**src/rtl/fp_mult_arbiter.sv**
```systemverilog
// Round-robin arbiter sharing one combinational IEEE-754 single multiplier between two requesters.
// Operands are registered at grant, the product is captured after MC_CYCLES and held until the owner accepts it.

module multiplier (
  input  logic [31:0] a_i,
  input  logic [31:0] b_i,
  output logic [31:0] p_o,
  output logic        ovf_o,
  output logic        unf_o
);
  logic               sp;
  logic [7:0]         ea, eb;
  logic [23:0]        ma, mb;
  logic               a_zero, b_zero, a_inf, b_inf, a_nan, b_nan;
  logic [47:0]        prod;
  logic [22:0]        frac;
  logic               guard, sticky, inc;
  logic [23:0]        frac_r;
  logic signed [10:0] exp_s;

  assign sp     = a_i[31] ^ b_i[31];
  assign ea     = a_i[30:23];
  assign eb     = b_i[30:23];
  assign ma     = {1'b1, a_i[22:0]};
  assign mb     = {1'b1, b_i[22:0]};
  // Subnormal inputs are flushed to zero.
  assign a_zero = (ea == 8'h00);
  assign b_zero = (eb == 8'h00);
  assign a_inf  = (ea == 8'hFF) && (a_i[22:0] == 23'd0);
  assign b_inf  = (eb == 8'hFF) && (b_i[22:0] == 23'd0);
  assign a_nan  = (ea == 8'hFF) && (a_i[22:0] != 23'd0);
  assign b_nan  = (eb == 8'hFF) && (b_i[22:0] != 23'd0);

  always_comb begin
    p_o   = 32'd0;
    ovf_o = 1'b0;
    unf_o = 1'b0;
    prod  = 48'(ma) * 48'(mb);
    if (prod[47]) begin
      frac   = prod[46:24];
      guard  = prod[23];
      sticky = |prod[22:0];
    end else begin
      frac   = prod[45:23];
      guard  = prod[22];
      sticky = |prod[21:0];
    end
    // Round to nearest, ties to even; a carry out renormalises to the next binade.
    inc    = guard & (sticky | frac[0]);
    frac_r = {1'b0, frac} + {23'd0, inc};
    exp_s  = $signed({3'b000, ea}) + $signed({3'b000, eb}) - 11'sd127
           + $signed({10'd0, prod[47]}) + $signed({10'd0, frac_r[23]});

    if (a_nan || b_nan || (a_inf && b_zero) || (b_inf && a_zero)) begin
      p_o = 32'h7FC0_0000;
    end else if (a_inf || b_inf) begin
      p_o = {sp, 8'hFF, 23'd0};
    end else if (a_zero || b_zero) begin
      p_o = {sp, 31'd0};
    end else if (exp_s >= 11'sd255) begin
      p_o   = {sp, 8'hFF, 23'd0};
      ovf_o = 1'b1;
    end else if (exp_s <= 11'sd0) begin
      p_o   = {sp, 31'd0};
      unf_o = 1'b1;
    end else begin
      p_o = {sp, exp_s[7:0], frac_r[22:0]};
    end
  end
endmodule

module fp_mult_arbiter #(
  parameter int unsigned MC_CYCLES = 2
) (
  input  logic        clk,
  input  logic        rst,
  input  logic        req0_valid,
  output logic        req0_ready,
  input  logic [31:0] req0_a,
  input  logic [31:0] req0_b,
  input  logic        req1_valid,
  output logic        req1_ready,
  input  logic [31:0] req1_a,
  input  logic [31:0] req1_b,
  output logic        rsp0_valid,
  input  logic        rsp0_ready,
  output logic        rsp1_valid,
  input  logic        rsp1_ready,
  output logic [31:0] rsp_result,
  output logic        rsp_overflow,
  output logic        rsp_underflow,
  output logic        busy,
  input  logic        clr_flags,
  output logic        sticky_ovf,
  output logic        sticky_unf
);
  typedef enum logic [1:0] {IDLE, EXEC, DONE} state_t;

  localparam logic [3:0] CNT_INIT = 4'(MC_CYCLES - 1);

  state_t      state_q;
  logic        prio_q, owner_q;
  logic [3:0]  cnt_q;
  logic [31:0] op_a_q, op_b_q;
  logic [31:0] res_q;
  logic        ovf_q, unf_q;
  logic        rsp0_vld_q, rsp1_vld_q;
  logic        sticky_ovf_q, sticky_unf_q;
  logic        sticky_ovf_d, sticky_unf_d;
  logic        gnt0, gnt1, capture, owner_ack;
  logic [31:0] mul_p;
  logic        mul_ovf, mul_unf;

  multiplier u_multiplier (
    .a_i   (op_a_q),
    .b_i   (op_b_q),
    .p_o   (mul_p),
    .ovf_o (mul_ovf),
    .unf_o (mul_unf)
  );

  // prio_q names the requester that wins a tie.
  assign gnt0       = req0_valid & (~req1_valid | ~prio_q);
  assign gnt1       = req1_valid & (~req0_valid |  prio_q);
  assign req0_ready = (state_q == IDLE) & ~rst & gnt0;
  assign req1_ready = (state_q == IDLE) & ~rst & gnt1;
  assign capture    = (state_q == EXEC) && (cnt_q == 4'd0);
  assign owner_ack  = owner_q ? rsp1_ready : rsp0_ready;

  // A capture coinciding with a clear keeps only the freshly captured flags.
  always_comb begin
    sticky_ovf_d = sticky_ovf_q;
    sticky_unf_d = sticky_unf_q;
    if (clr_flags) begin
      sticky_ovf_d = 1'b0;
      sticky_unf_d = 1'b0;
    end
    if (capture) begin
      sticky_ovf_d = sticky_ovf_d | mul_ovf;
      sticky_unf_d = sticky_unf_d | mul_unf;
    end
  end

  always_ff @(posedge clk) begin
    if (rst) begin
      state_q      <= IDLE;
      prio_q       <= 1'b0;
      owner_q      <= 1'b0;
      cnt_q        <= 4'd0;
      res_q        <= 32'd0;
      ovf_q        <= 1'b0;
      unf_q        <= 1'b0;
      rsp0_vld_q   <= 1'b0;
      rsp1_vld_q   <= 1'b0;
      sticky_ovf_q <= 1'b0;
      sticky_unf_q <= 1'b0;
    end else begin
      sticky_ovf_q <= sticky_ovf_d;
      sticky_unf_q <= sticky_unf_d;
      case (state_q)
        IDLE: begin
          if (gnt0 || gnt1) begin
            op_a_q  <= gnt1 ? req1_a : req0_a;
            op_b_q  <= gnt1 ? req1_b : req0_b;
            owner_q <= gnt1;
            prio_q  <= ~gnt1;
            cnt_q   <= CNT_INIT;
            state_q <= EXEC;
          end
        end
        EXEC: begin
          if (cnt_q != 4'd0) begin
            cnt_q <= cnt_q - 4'd1;
          end else begin
            res_q <= mul_p;
            ovf_q <= mul_ovf;
            unf_q <= mul_unf;
            if (owner_q) rsp1_vld_q <= 1'b1;
            else         rsp0_vld_q <= 1'b1;
            state_q <= DONE;
          end
        end
        DONE: begin
          if (owner_ack) begin
            rsp0_vld_q <= 1'b0;
            rsp1_vld_q <= 1'b0;
            state_q    <= IDLE;
          end
        end
        default: state_q <= IDLE;
      endcase
    end
  end

  assign rsp0_valid    = rsp0_vld_q;
  assign rsp1_valid    = rsp1_vld_q;
  assign rsp_result    = res_q;
  assign rsp_overflow  = ovf_q;
  assign rsp_underflow = unf_q;
  assign busy          = (state_q != IDLE);
  assign sticky_ovf    = sticky_ovf_q;
  assign sticky_unf    = sticky_unf_q;
endmodule

```
**config.mk**
```make
export PLATFORM = sky130hd
export DESIGN_NAME = fp_mult_arbiter
export DESIGN_NICKNAME = d
export VERILOG_FILES = /design/src/rtl/fp_mult_arbiter.sv
export SDC_FILE = /design/constraint.sdc
export NUM_CORES = 2
export LEC_CHECK = 0
export BUFFER_PORTS_ARGS = -buffer_cell sky130_fd_sc_hd__buf_2
export CAP_MARGIN = 5
export CELL_PAD_IN_SITES_DETAIL_PLACEMENT = 1
export CELL_PAD_IN_SITES_GLOBAL_PLACEMENT = 1
export CORE_MARGIN = 3
export CORE_UTILIZATION = 35
export CTS_CLUSTER_DIAMETER = 50
export DETAILED_ROUTE_END_ITERATION = 8
export PLACE_DENSITY_LB_ADDON = 0.1
export SETUP_SLACK_MARGIN = 0.5
export SLEW_MARGIN = 40
export SYNTH_ARGS = -nofsm -noshare
export SYNTH_HDL_FRONTEND = slang
export SYNTH_SLANG_ARGS = --single-unit
export TNS_END_PERCENT = 50
```
**constraint.sdc**
```tcl
create_clock -name clk -period 9.9 [get_ports clk]
set_clock_uncertainty 0.2 [all_clocks]
set_input_delay 1.98 -clock clk [delete_from_list [all_inputs] [get_ports clk]]
set_output_delay 1.98 -clock clk [all_outputs]
set_load 0.1 [all_outputs]
```
==> out/qor.yml <==
cells_and_area:
  fillCellCount: 8563
  nets: 4304
  seq_area_um2: 2840
  multi_input_area_um2: 21300
  area_delta_synth_final_pct: 27.5
  layout-drive-gt1-share: 0.273
cts:
  hold_buffers: 0
  cts-root-buf: "clkbuf_16"
  clkTransAtPathRegs_ps: 100
  clock-sinks: 110
  clkLatencyLatePin_ps: 430
  cts_tree: "built"
  clockBufferDepth: 2
  h-tree-depth: 3
  numCtsBuffers: 9
route:
  drtIter0Drc: 928
  final_antenna_net_count: 0
  wirelength_um: 95500
  routedWlPerCell_um: 21.4
  drtPass1Iterations: 5
  drc: 0
  vias: 22500
  viasPerCell: 5.05
global_routing:
  grt_usage: 0.248
  grt_pass1_wl_um: 149000
  grt_pass1_vias: 25600
  grt-ovfl-total: 0
  antenna_found_initial: 3
  grt_max_degree: 65
setup_path:
  path_max_fanout: 12
  arrival_ps: 10530
  critPathMostFrequentCell: "fa_1"
  end_kind: "flip-flop"
  cp_slowest_cell: "fa_1"
  cp_data_required_time_ps: 10000
  cp.buffers_inverters: 11
  critPathKind: "reg2reg"
  cp_top_family: "adder cells"
  crit_path_start_kind: "flip-flop"
  crit_path_max_incr_delay_ps: 570
sta:
  finalSetupViolCount: 35
  holdWs_ps: 249
  hold_viol: 0
  setup_ws_ps: -533
  relSlewSlack: 0.413
  period_minus_slack_ps: 10430
  post-route-period-util: 1.05
  rsz0062_at_grt: "true"
  worst_pin_slew_ps: 878
  drv_slew: 0
  fmax_mhz: 95.9
synth:
  syn_area_per_cell_um2: 8.91
  synth_top_area_frac: 0.371
  netlist_top_cells_area: "fa_1 (37%), ha_1 (9.0%), inv_1 (8.7%)"
  synth_cell_types: 94
  synth_warnings: 0
  synth_area_um2: 26100
  synth_ff_type: "edfxtp_1"
  syn_inst: 2933
  synth_nets: 3741
  synthTopCellsByCount: "inv_1 (606), fa_1 (484), nand2_1 (366)"
  synth.largest_area_cell: "fa_1"
  postSynth.asyncResetShare: 0
  ys_ff_latch: 110
  synth_edf_count: 64
  yosysMostFrequentCell: "inv_1"
  ys_seq_area_frac: 0.109
floorplanning:
  dieArea_um2: 78000
  start_util: 0.356
  die_h_um: 279
  core_um2: 73500
  fp-row-count: 99
  io_pins: 176
  die_x_um: 279
hold_path:
  hold_class: "reg2reg"
run:
  drv_cap: 0
placement:
  io_buffers: 175
  gp_congestion: 0.892
  hpwl_um: 81400
run_status:
  status: "finished, violations left"
  violations: "setup timing"
-- state kept, by name, summed over array words and instances, names as in the netlist, 2 cells and up --
name        count
op_b_q         32
state_q         2
op_a_q         32
rsp_result     32
cnt_q           4
-- what timing repair did --
action | 4_1_cts | 5_1_grt
setup endpoints to repair | 35 | 35
gates resized for setup | 63 | 77
pin swaps | 42 | 69
buffers inserted | 32 | 15
gates cloned | 1 | 2
-- cells in the final DEF (no fill, tap or decap), types with 20 or more instances in the layout --
master / n
nor3_1: 44
fa_1: 468
nand4_1: 25
mux2_2: 70
o21ai_0: 29
nor4_1: 24
a21oi_2: 25
o21ai_1: 20
nand2_1: 358
dfxtp_1: 46
xnor2_1: 34
buf_4: 448
and2_1: 249
buf_2: 175
inv_1: 594
buf_12: 45
nand3_1: 22
ha_1: 174
edfxtp_1: 64
a21oi_1: 59
nor2_1: 111
-- tightest hold or removal path, delay by kind of cell, from the launching register on --
family        cells  cell delay, ps
flops             1             320
simple gates      2              90
-- cell type report --
type                       count  share of cell area
tap                          959              0.0360
clock buffer                  10             0.00687
sequential                   110              0.0853
timing repair buffer         687               0.163
multi-input combinational   2078               0.638
clock inverter                 6             0.00188
inverter                     610              0.0690
antenna                        2            0.000150
-- metrics by stage --
step / setup TNS, ps / setup slack, ps / utilization / instances / instance area [um^2]
2_1_floorplan: 0 / 92.3 / - / 2933 / 26500
3_3_place_gp: -20700 / -771 / 0.434 / 4392 / 31900
3_5_place_dp: -23650 / -857 / 0.435 / 4394 / 31900
4_1_cts: -18050 / -625 / 0.446 / 4443 / 32700
5_1_grt: -29920 / -977 / 0.454 / 4460 / 33300
6_report: -14410 / -533 / 0.454 / 4462 / 33300
-- final timing paths --
kind                                startpoint  depth (start not counted)              to  slack (ps)
worst min register to register  rsp_result[10]                          2  rsp_result[10]         250
worst max-delay path                 op_b_q[6]                         40   rsp_result[4]        -530
worst max register to register       op_b_q[6]                         40   rsp_result[4]        -530
worst min-delay path            rsp_result[10]                          2  rsp_result[10]         250
-- metal layers --
layer | track usage | vias up | routed length [um]
li1 | - | 10300 | -
met1 | 0.321 | 11700 | 41300
met2 | 0.441 | 360 | 48400
met3 | 0.0236 | 105 | 2940
met4 | 0.0742 | 0 | 2800
met5 | 0 | - | 0
-- cells by family after synthesis --
group / count (synthesis) / synth area share
and+or+nand+nor: 942 / 0.181
buffers and inverters: 745 / 0.108
adders and majority gates: 673 / 0.461
AOI/OAI and AO/OA: 325 / 0.0872
DFF: 110 / 0.109
muxes: 83 / 0.0351
xor gates and xnor gates: 55 / 0.0193
Power is left out: the tool's default activity adds up to more than one toggle a clock period on the data nets, which glitch-free logic cannot reach.
